--- src/rtl/pulse_timestamper.sv ---
// -----------------------------------------------------------------------------
// pulse_timestamper
//   Fast-domain front end for the neutron detector discriminator. It
//   synchronises the asynchronous comparator output and timestamps each
//   accepted rising edge against a free-running counter. It also measures the
//   time-over-threshold (TOT) of each pulse. Completed events are queued in a
//   first-word-fall-through FIFO with registered outputs. The FIFO is drained
//   through a valid/ready handshake.
//
// Ports
//   CLK_FAST       in   fast clock
//   RESET_FAST     in   asynchronous, active-high reset
//   PULSE_IN       in   comparator output, asynchronous to CLK_FAST
//   ENABLE         in   gates the start of new pulses only
//   EVT_VALID      out  FIFO head holds an event
//   EVT_READY      in   consumer accepts the head
//   EVT_TIMESTAMP  out  head timestamp (TS_WIDTH)
//   EVT_TOT        out  head TOT in cycles (TOT_WIDTH, saturating)
//   EVT_SATURATED  out  head TOT reached its maximum
//   DROP_COUNT     out  events lost to a full FIFO, saturates at 0xFFFF
//   FIFO_LEVEL     out  current FIFO occupancy
// -----------------------------------------------------------------------------
module pulse_timestamper #(
    parameter int TS_WIDTH   = 32,
    parameter int TOT_WIDTH  = 8,
    parameter int FIFO_DEPTH = 16,
    parameter int MIN_TOT    = 2
) (
    input  logic                          CLK_FAST,
    input  logic                          RESET_FAST,
    input  logic                          PULSE_IN,
    input  logic                          ENABLE,
    output logic                          EVT_VALID,
    input  logic                          EVT_READY,
    output logic [TS_WIDTH-1:0]           EVT_TIMESTAMP,
    output logic [TOT_WIDTH-1:0]          EVT_TOT,
    output logic                          EVT_SATURATED,
    output logic [15:0]                   DROP_COUNT,
    output logic [$clog2(FIFO_DEPTH):0]   FIFO_LEVEL
);

    localparam int PTR_W = $clog2(FIFO_DEPTH);
    localparam int LVL_W = PTR_W + 1;
    localparam int EVT_W = TS_WIDTH + TOT_WIDTH + 1;
    localparam logic [TOT_WIDTH-1:0] TOT_MAX  = {TOT_WIDTH{1'b1}};
    localparam logic [TOT_WIDTH-1:0] TOT_MIN  = TOT_WIDTH'(MIN_TOT);
    localparam logic [LVL_W-1:0]     LVL_FULL = LVL_W'(FIFO_DEPTH);

    typedef enum logic [0:0] {
        ST_IDLE = 1'b0,
        ST_HIGH = 1'b1
    } state_t;

    logic                  s1_r, s2_r, s3_r;
    logic [1:0]            prime_r;
    logic                  armed_r;
    logic [TS_WIDTH-1:0]   ts_cnt_r;
    state_t                state_r, state_s;
    logic [TS_WIDTH-1:0]   ev_ts_r, ev_ts_s;
    logic [TOT_WIDTH-1:0]  ev_tot_r, ev_tot_s;
    logic                  ev_sat_r, ev_sat_s;
    logic                  rise_s, fall_s, push_s;

    logic [EVT_W-1:0]      mem_r [FIFO_DEPTH];
    logic [PTR_W-1:0]      wr_ptr_r, rd_ptr_r, rd_ptr_s;
    logic [LVL_W-1:0]      level_s, remain_s;
    logic [EVT_W-1:0]      push_data_s, head_s;
    logic                  pop_s, full_s, wr_en_s, drop_s;

    assign rise_s = s2_r & ~s3_r;
    assign fall_s = ~s2_r & s3_r;

    // Synchroniser, arming flag and free-running timestamp counter.
    // prime_r marks when s2 carries a real PULSE_IN sample rather than its
    // reset value. Without it, a pulse already high at reset release would
    // look like a fresh rise after a low level.
    always_ff @(posedge CLK_FAST or posedge RESET_FAST) begin
        if (RESET_FAST) begin
            s1_r     <= 1'b0;
            s2_r     <= 1'b0;
            s3_r     <= 1'b0;
            prime_r  <= 2'b00;
            armed_r  <= 1'b0;
            ts_cnt_r <= {TS_WIDTH{1'b0}};
        end else begin
            s1_r     <= PULSE_IN;
            s2_r     <= s1_r;
            s3_r     <= s2_r;
            prime_r  <= {prime_r[0], 1'b1};
            armed_r  <= armed_r | (prime_r[1] & ~s2_r);
            ts_cnt_r <= ts_cnt_r + TS_WIDTH'(1'b1);
        end
    end

    // Pulse FSM next state: latch on rise, count TOT while high, push on fall.
    always_comb begin
        state_s  = state_r;
        ev_ts_s  = ev_ts_r;
        ev_tot_s = ev_tot_r;
        ev_sat_s = ev_sat_r;
        push_s   = 1'b0;
        case (state_r)
            ST_IDLE: begin
                if (rise_s && armed_r && ENABLE) begin
                    state_s  = ST_HIGH;
                    ev_ts_s  = ts_cnt_r;
                    ev_tot_s = TOT_WIDTH'(1'b1);
                    ev_sat_s = 1'b0;
                end else begin
                    state_s  = ST_IDLE;
                end
            end
            ST_HIGH: begin
                if (fall_s) begin
                    state_s = ST_IDLE;
                    push_s  = (ev_tot_r >= TOT_MIN);
                end else if (s2_r) begin
                    if (ev_tot_r != TOT_MAX) begin
                        ev_tot_s = ev_tot_r + TOT_WIDTH'(1'b1);
                        ev_sat_s = ((ev_tot_r + TOT_WIDTH'(1'b1)) == TOT_MAX);
                    end else begin
                        ev_sat_s = 1'b1;
                    end
                end else begin
                    state_s = ST_HIGH;
                end
            end
            default: begin
                state_s = ST_IDLE;
            end
        endcase
    end

    // Pulse FSM state and in-flight event registers.
    always_ff @(posedge CLK_FAST or posedge RESET_FAST) begin
        if (RESET_FAST) begin
            state_r  <= ST_IDLE;
            ev_ts_r  <= {TS_WIDTH{1'b0}};
            ev_tot_r <= {TOT_WIDTH{1'b0}};
            ev_sat_r <= 1'b0;
        end else begin
            state_r  <= state_s;
            ev_ts_r  <= ev_ts_s;
            ev_tot_r <= ev_tot_s;
            ev_sat_r <= ev_sat_s;
        end
    end

    // FIFO control: accept a push on a full FIFO only when a pop frees a slot.
    // The next head is precomputed so that the outputs can be registered. If
    // the FIFO is empty after this cycle's pop, an incoming push bypasses the
    // storage and goes straight to the head.
    always_comb begin
        push_data_s = {ev_ts_r, ev_tot_r, ev_sat_r};
        pop_s       = EVT_VALID & EVT_READY;
        full_s      = (FIFO_LEVEL == LVL_FULL);
        wr_en_s     = push_s & (~full_s | pop_s);
        drop_s      = push_s & full_s & ~pop_s;
        level_s     = FIFO_LEVEL + LVL_W'(wr_en_s) - LVL_W'(pop_s);
        remain_s    = FIFO_LEVEL - LVL_W'(pop_s);
        rd_ptr_s    = pop_s ? (rd_ptr_r + PTR_W'(1'b1)) : rd_ptr_r;
        head_s      = {EVT_TIMESTAMP, EVT_TOT, EVT_SATURATED};
        if (level_s == {LVL_W{1'b0}}) begin
            head_s = {EVT_TIMESTAMP, EVT_TOT, EVT_SATURATED};
        end else if (remain_s == {LVL_W{1'b0}}) begin
            head_s = push_data_s;
        end else begin
            head_s = mem_r[rd_ptr_s];
        end
    end

    // FIFO storage array.
    always_ff @(posedge CLK_FAST or posedge RESET_FAST) begin
        if (RESET_FAST) begin
            for (int i = 0; i < FIFO_DEPTH; i++) begin
                mem_r[i] <= {EVT_W{1'b0}};
            end
        end else if (wr_en_s) begin
            mem_r[wr_ptr_r] <= push_data_s;
        end else begin
            mem_r[wr_ptr_r] <= mem_r[wr_ptr_r];
        end
    end

    // FIFO pointers, registered head outputs, level and drop counter.
    always_ff @(posedge CLK_FAST or posedge RESET_FAST) begin
        if (RESET_FAST) begin
            wr_ptr_r      <= {PTR_W{1'b0}};
            rd_ptr_r      <= {PTR_W{1'b0}};
            FIFO_LEVEL    <= {LVL_W{1'b0}};
            EVT_VALID     <= 1'b0;
            EVT_TIMESTAMP <= {TS_WIDTH{1'b0}};
            EVT_TOT       <= {TOT_WIDTH{1'b0}};
            EVT_SATURATED <= 1'b0;
            DROP_COUNT    <= 16'h0000;
        end else begin
            wr_ptr_r   <= wr_en_s ? (wr_ptr_r + PTR_W'(1'b1)) : wr_ptr_r;
            rd_ptr_r   <= rd_ptr_s;
            FIFO_LEVEL <= level_s;
            EVT_VALID  <= (level_s != {LVL_W{1'b0}});
            {EVT_TIMESTAMP, EVT_TOT, EVT_SATURATED} <= head_s;
            if (drop_s && (DROP_COUNT != 16'hFFFF)) begin
                DROP_COUNT <= DROP_COUNT + 16'h0001;
            end else begin
                DROP_COUNT <= DROP_COUNT;
            end
        end
    end

endmodule

--- config.mk ---
export PLATFORM = sky130hd
export DESIGN_NAME = pulse_timestamper
export DESIGN_NICKNAME = d
export VERILOG_FILES = /design/src/rtl/pulse_timestamper.sv
export SDC_FILE = /design/constraint.sdc
export NUM_CORES = 2
export LEC_CHECK = 0
export BUFFER_PORTS_ARGS = -buffer_cell sky130_fd_sc_hd__buf_2
export CAP_MARGIN = 25
export CORE_MARGIN = 4
export CORE_UTILIZATION = 30
export DETAILED_ROUTE_END_ITERATION = 10
export GPL_TIMING_DRIVEN = 0
export SLEW_MARGIN = 0
export SYNTH_ARGS = -nofsm -noshare
export SYNTH_HDL_FRONTEND = slang
export SYNTH_SLANG_ARGS = --single-unit
--- constraint.sdc ---
create_clock -name CLK_FAST -period 29.8 [get_ports CLK_FAST]
set_input_delay 2.98 -clock CLK_FAST [delete_from_list [all_inputs] [get_ports CLK_FAST]]
set_output_delay 2.98 -clock CLK_FAST [all_outputs]
set_load 0.03 [all_outputs]
# After elaboration in Yosys (flattened, before gate mapping)
# Cells that the tools add are included.
# classes
reduce_logical	10
n_eq_ne	8
mux	28
magnitude_cmp	4
n_bitwise	16
add_sub_neg	8
# op_table
op	n
656-bit bitwise mux	2
656-bit two-way mux	1
41-bit binary-select mux with 4-bit select	2
41-bit two-way mux	6
41-bit demux with 4-bit select	1
32-bit by 1-bit adder with 32-bit output, second input constant	1
8-bit two-way mux	4
16-bit by 1-bit adder with 16-bit output, second input constant	1
16-bit != test, second input constant	1
8-bit one-hot mux with 2 select lines	1
5-bit greater-or-equal comparator, second input constant	2
5-bit zero test	2
4-bit inverter with 5-bit output	2
5-bit by 1-bit subtractor with 5-bit output	2
4-bit by 1-bit adder with 4-bit output, second input constant	2
8-bit by 1-bit adder with 8-bit output, second input constant	1
8-bit == test, second input constant	1
8-bit by 2-bit greater-or-equal comparator with 1-bit output, second input constant	1
1-bit two-way mux	8
8-bit != test, second input constant	1
1-bit AND	7
2-bit != test, second input constant	3
5-bit by 1-bit adder with 5-bit output	1
5-bit == test, second input constant	1
other kinds (11)	20
# totals
reg_bits	807
inputBits	5

# Depth between registers and ports, before layout
# logic_depth
ltp_word	8
mapped_depth	19
depth_no_buf	16

# Least setup slack after synthesis
# No wires, ideal clock.
# synth_timing
path_kind	input -> register
startpoint	input EVT_READY
endpoint	register EVT_TIMESTAMP[10]
t_required_ns	29.718
arrival_time_ns	6.157
path_slack_ns	23.561
n_path_buf	4
stages	18
setup_ns	0.082
cell_sequence	buf_2 > nand2_1 > nand4_1 > nor2b_2 > buf_6 > buf_6 > nand2_1 > nand2_1 > ha_1 > fa_1 > nand2b_1 > a21oi_1 > or3_1 > a211oi_1 > inv_2 > clkbuf_1 > mux2i_1 > a31oi_1
# synth_between
elab_chain_cells	7
word_cells_on_any_way	14
# synth_rtl
element	line	source
start, declared	34	input logic EVT_READY,
1-bit AND *	155	pop_s = EVT_VALID & EVT_READY;
branches (longest 6 deep; another with 5-bit by 1-bit adder with 5-bit output)	-	
end signal, assigned	192	EVT_TIMESTAMP <= {TS_WIDTH{1'b0}};
end signal, assigned	201	{EVT_TIMESTAMP, EVT_TOT, EVT_SATURATED} <= head_s;
end, declared	35	output logic [TS_WIDTH-1:0] EVT_TIMESTAMP,
# Every way passes the cells marked *. The select of a mux whose other input is x is not followed.
# A chain may end at the register's enable or synchronous reset.

# Worst setup path in the final report
# layout_timing
startpoint	input EVT_READY
endpoint	register EVT_TIMESTAMP[15]
# Same word-level chain as after synthesis.

==> flow_summary_export.csv <==
group,metric,value,unit
die,core_area,142000,µm²
cts,postCtsHoldBufs,0,
job,maxCapViolCount,0,
synthesis,synth_cell_types,66,
detailed_routing,wl_per_cell,25.0,µm
critical_path,crit_type,"in2reg",
sta,clock.fmax,146,MHz
detailed_routing,drc,0,
placement,gp_congestion,0.935,
synthesis,ys.flop_type,"dfrtp_1",
outcome,status,"finished clean",
synthesis,ys_warn_count,0,
placement,port_buffers,66,
die,die_w,386,µm
synthesis,yosysSeqAreaShare,47.0,%
detailed_routing,drt-total-wl,159,mm
sta,layout_min_cycle_time,6.87,ns
global_route,gr-usage-all-layers,20.6,%
cts,cts_tree,"done",
critical_path,required,30.28,ns
cells_and_area,drive_above_1_share,18.6,%
critical_path,path_buf_inv,4,
critical_path,crit_arrival,7.34,ns
cells_and_area,fin_nets,4418,
critical_path,cp_common_cell,"nand2_1",
synthesis,synthTopCellsByCount,"dfrtp_1, nor2_1, a21oi_1",
synthesis,netlist_instances,4210,
cts,root_buffer,"clkbuf_16",
synthesis,synth_seq_cells,807,
sta,relSlewSlack,25.0,%
sta,finalCritPeriodShare,23.0,%
sta,slew_violations,0,
cts,cts.sinks,807,
die,die_h,386,µm
critical_path,crit_family,"simple AND/OR/NAND/NOR gates",
critical_path,rr_startpoint,"ev_tot_r[0]",
global_route,first_global_vias,35589,
critical_path,crit_path_start_kind,"input pin",
detailed_routing,dr.first_iter.drc_count,4582,
cts,cts_buffers,91,
global_route,grt_max_degree,124,
cts,ctsResizeCount,0,
global_route,antenna_found_initial,5,
die,die_area,149000,µm²
synthesis,syn_area,43000,µm²
cts,cts.htree.levels,3,
detailed_routing,vias_per_cell,5.64,
synthesis,yosysTopAreaCellShare,47.0,%
cts,clk_pin_slew,0.06,ns
critical_path,slowest_stage,"nor2_1",
global_route,gr-total-overflow,0,
critical_path,crit_fanout,10,
detailed_routing,firstDrtPassIters,8,
sta,worst_hold_slack,0.361,ns
cells_and_area,final_area,49100,µm²
critical_path,startpoint,"EVT_READY",
sta,finClkSkew,0.0359,ns
detailed_routing,vias,35831,
cts,cts_max_path_buffers,3,
synthesis,avgSynthCellArea,10.2,µm²
synthesis,yosysTopAreaCell,"dfrtp_1",
power,ir_worst_vdd,0.0000580,V
sta,setup_viol,0,
critical_path,cp_cell_sequence,"buf_2 > nand2_1 > nand4_1 > nor2b_2 > buf_6 > buf_6 > nand2_1 > nand2_1 > ha_1 > fa_1 > nand2b_1 > a21oi_1 > or3_1 > a211oi_1 > nor2_1 > clkbuf_1 > a31oi_1",
power,power_density,101,nW/µm²
critical_path,r2r_slack,24.50,ns
hold_path,hp-class,"reg2reg",
hold_path,hp-start,"s1_r",
global_route,grt_pass1_wl,235,mm
cells_and_area,fillers,14386,
sta,tightest_slew,1.13,ns
cts,cts_setup_buffers,0,
die,start_util,30.3,%
cts,clock_latency,0.67,ns
placement,hpwl,115,mm
synthesis,yosysMostFrequentCell,"dfrtp_1",
sta,finalHoldViolations,0,
critical_path,slowest_delay,0.71,ns
detailed_routing,final_antenna_net_count,0,
placement,placed_cell_area,46000,µm²
power,leakage,17.7,nW
synthesis,ys_top_cells_by_area,"dfrtp_1, mux4_2, nor2_1",
cells_and_area,areaGrowthSynthToFinish,14.3,%
synthesis,synth_edf_count,0,
synthesis,synth_fp_nets,4234,
cells_and_area,fin_util,34.6,%
die,fp-row-count,138,
synthesis,ys_async_sr_fraction,100,%
sta,rsz0062_at_grt,"no",
die,boundaryPins,68,
critical_path,endpoint_kind,"register",
==> power breakdown <==
| part | switching, mW | total [mW] | internal (mW) |
|---|---|---|---|
| Clock | 0.483 | 1.16 | 0.679 |
| Combinational | 1.69 | 2.47 | 0.778 |
| Sequential | 0.104 | 1.33 | 1.23 |
| Total | 2.27 | 4.96 | 2.69 |
==> logic make-up after synthesis <==
group                    synth area share [%]
buffers and inverters                    4.83
multiplexers                             14.8
AND/OR/NAND/NOR                          16.2
other                                 0.00873
adder cells (fa/ha/maj)                 0.571
flip-flops                               47.0
XOR/XNOR                                 1.22
AO/OA/AOI/OAI                            15.4
==> through the flow <==
step / cells / TNS, ns / setup WS [ns] / power, mW
floorplan: 4210 / 0 / 4.16 / 2.85
global placement: 6166 / -4434.37 / -5.65 / 3.70
detailed placement: 6186 / 0 / 22.37 / 3.74
CTS: 6347 / 0 / 23.06 / 4.90
global route: 6352 / 0 / 22.71 / 5.15
finish: 6353 / 0 / 22.93 / 4.96
==> registers in the layout (all words and copies together), names as in the netlist, 2 cells and up <==
name and count:
FIFO_LEVEL 5, prime_r 2, wr_ptr_r 4, ts_cnt_r 32, ev_ts_r 32, EVT_TOT 8
EVT_TIMESTAMP 32, ev_tot_r 8, rd_ptr_r 4, mem_r 656, DROP_COUNT 16
==> worst paths after layout <==
kind | to | cells past startpoint
max | EVT_TIMESTAMP[15] | 17
min | s2_r | 0
max reg2reg | EVT_TIMESTAMP[15] | 18
min reg2reg | s2_r | 0
max in group asynchronous | mem_r[350] | 5
min in group asynchronous | mem_r[537] | 2
==> area by class of cell <==
| type | count | area [µm²] | share of cell area, % |
|---|---|---|---|
| inverter | 24 | 97.6 | 0.199 |
| antenna | 1 | 2.50 | 0.00509 |
| sequential | 807 | 20200 | 41.1 |
| multi-input combinational | 2981 | 20700 | 42.1 |
| tap | 1890 | 2360 | 4.81 |
| buffer | 398 | 1980 | 4.04 |
| timing repair buffer | 91 | 759 | 1.55 |
| clock buffer | 128 | 2620 | 5.33 |
| clock inverter | 33 | 395 | 0.805 |
==> layout by cell type, fill, tap and decap left out, types with 43 or more instances in the layout <==
cell type / netlist / final
xnor2_1: 44 / 44
clkbuf_1: 262 / 280
o21ai_0: 77 / 77
nand2b_1: 68 / 68
nor2_1: 686 / 686
a31oi_1: 83 / 83
mux4_2: 201 / 201
dfrtp_1: 807 / 807
a21oi_1: 464 / 464
buf_2: 50 / 116
clkbuf_16: 0 / 92
nand4_1: 95 / 95
o221ai_1: 53 / 53
a21oi_2: 200 / 200
nand2_1: 374 / 374
mux2i_1: 43 / 43
nand3_1: 210 / 210
==> per-layer routing <==
layer  track usage, %  vias to the layer above  share of wire (%)
met5                0                        -              0.016
met4             7.67                        4                3.7
met3             4.77                      385                 10
met2             33.0                     2023                 46
met1             27.2                    17983                 40
li1                 -                    15436                  -
No activity file was read; power rests on OpenSTA's default activity.
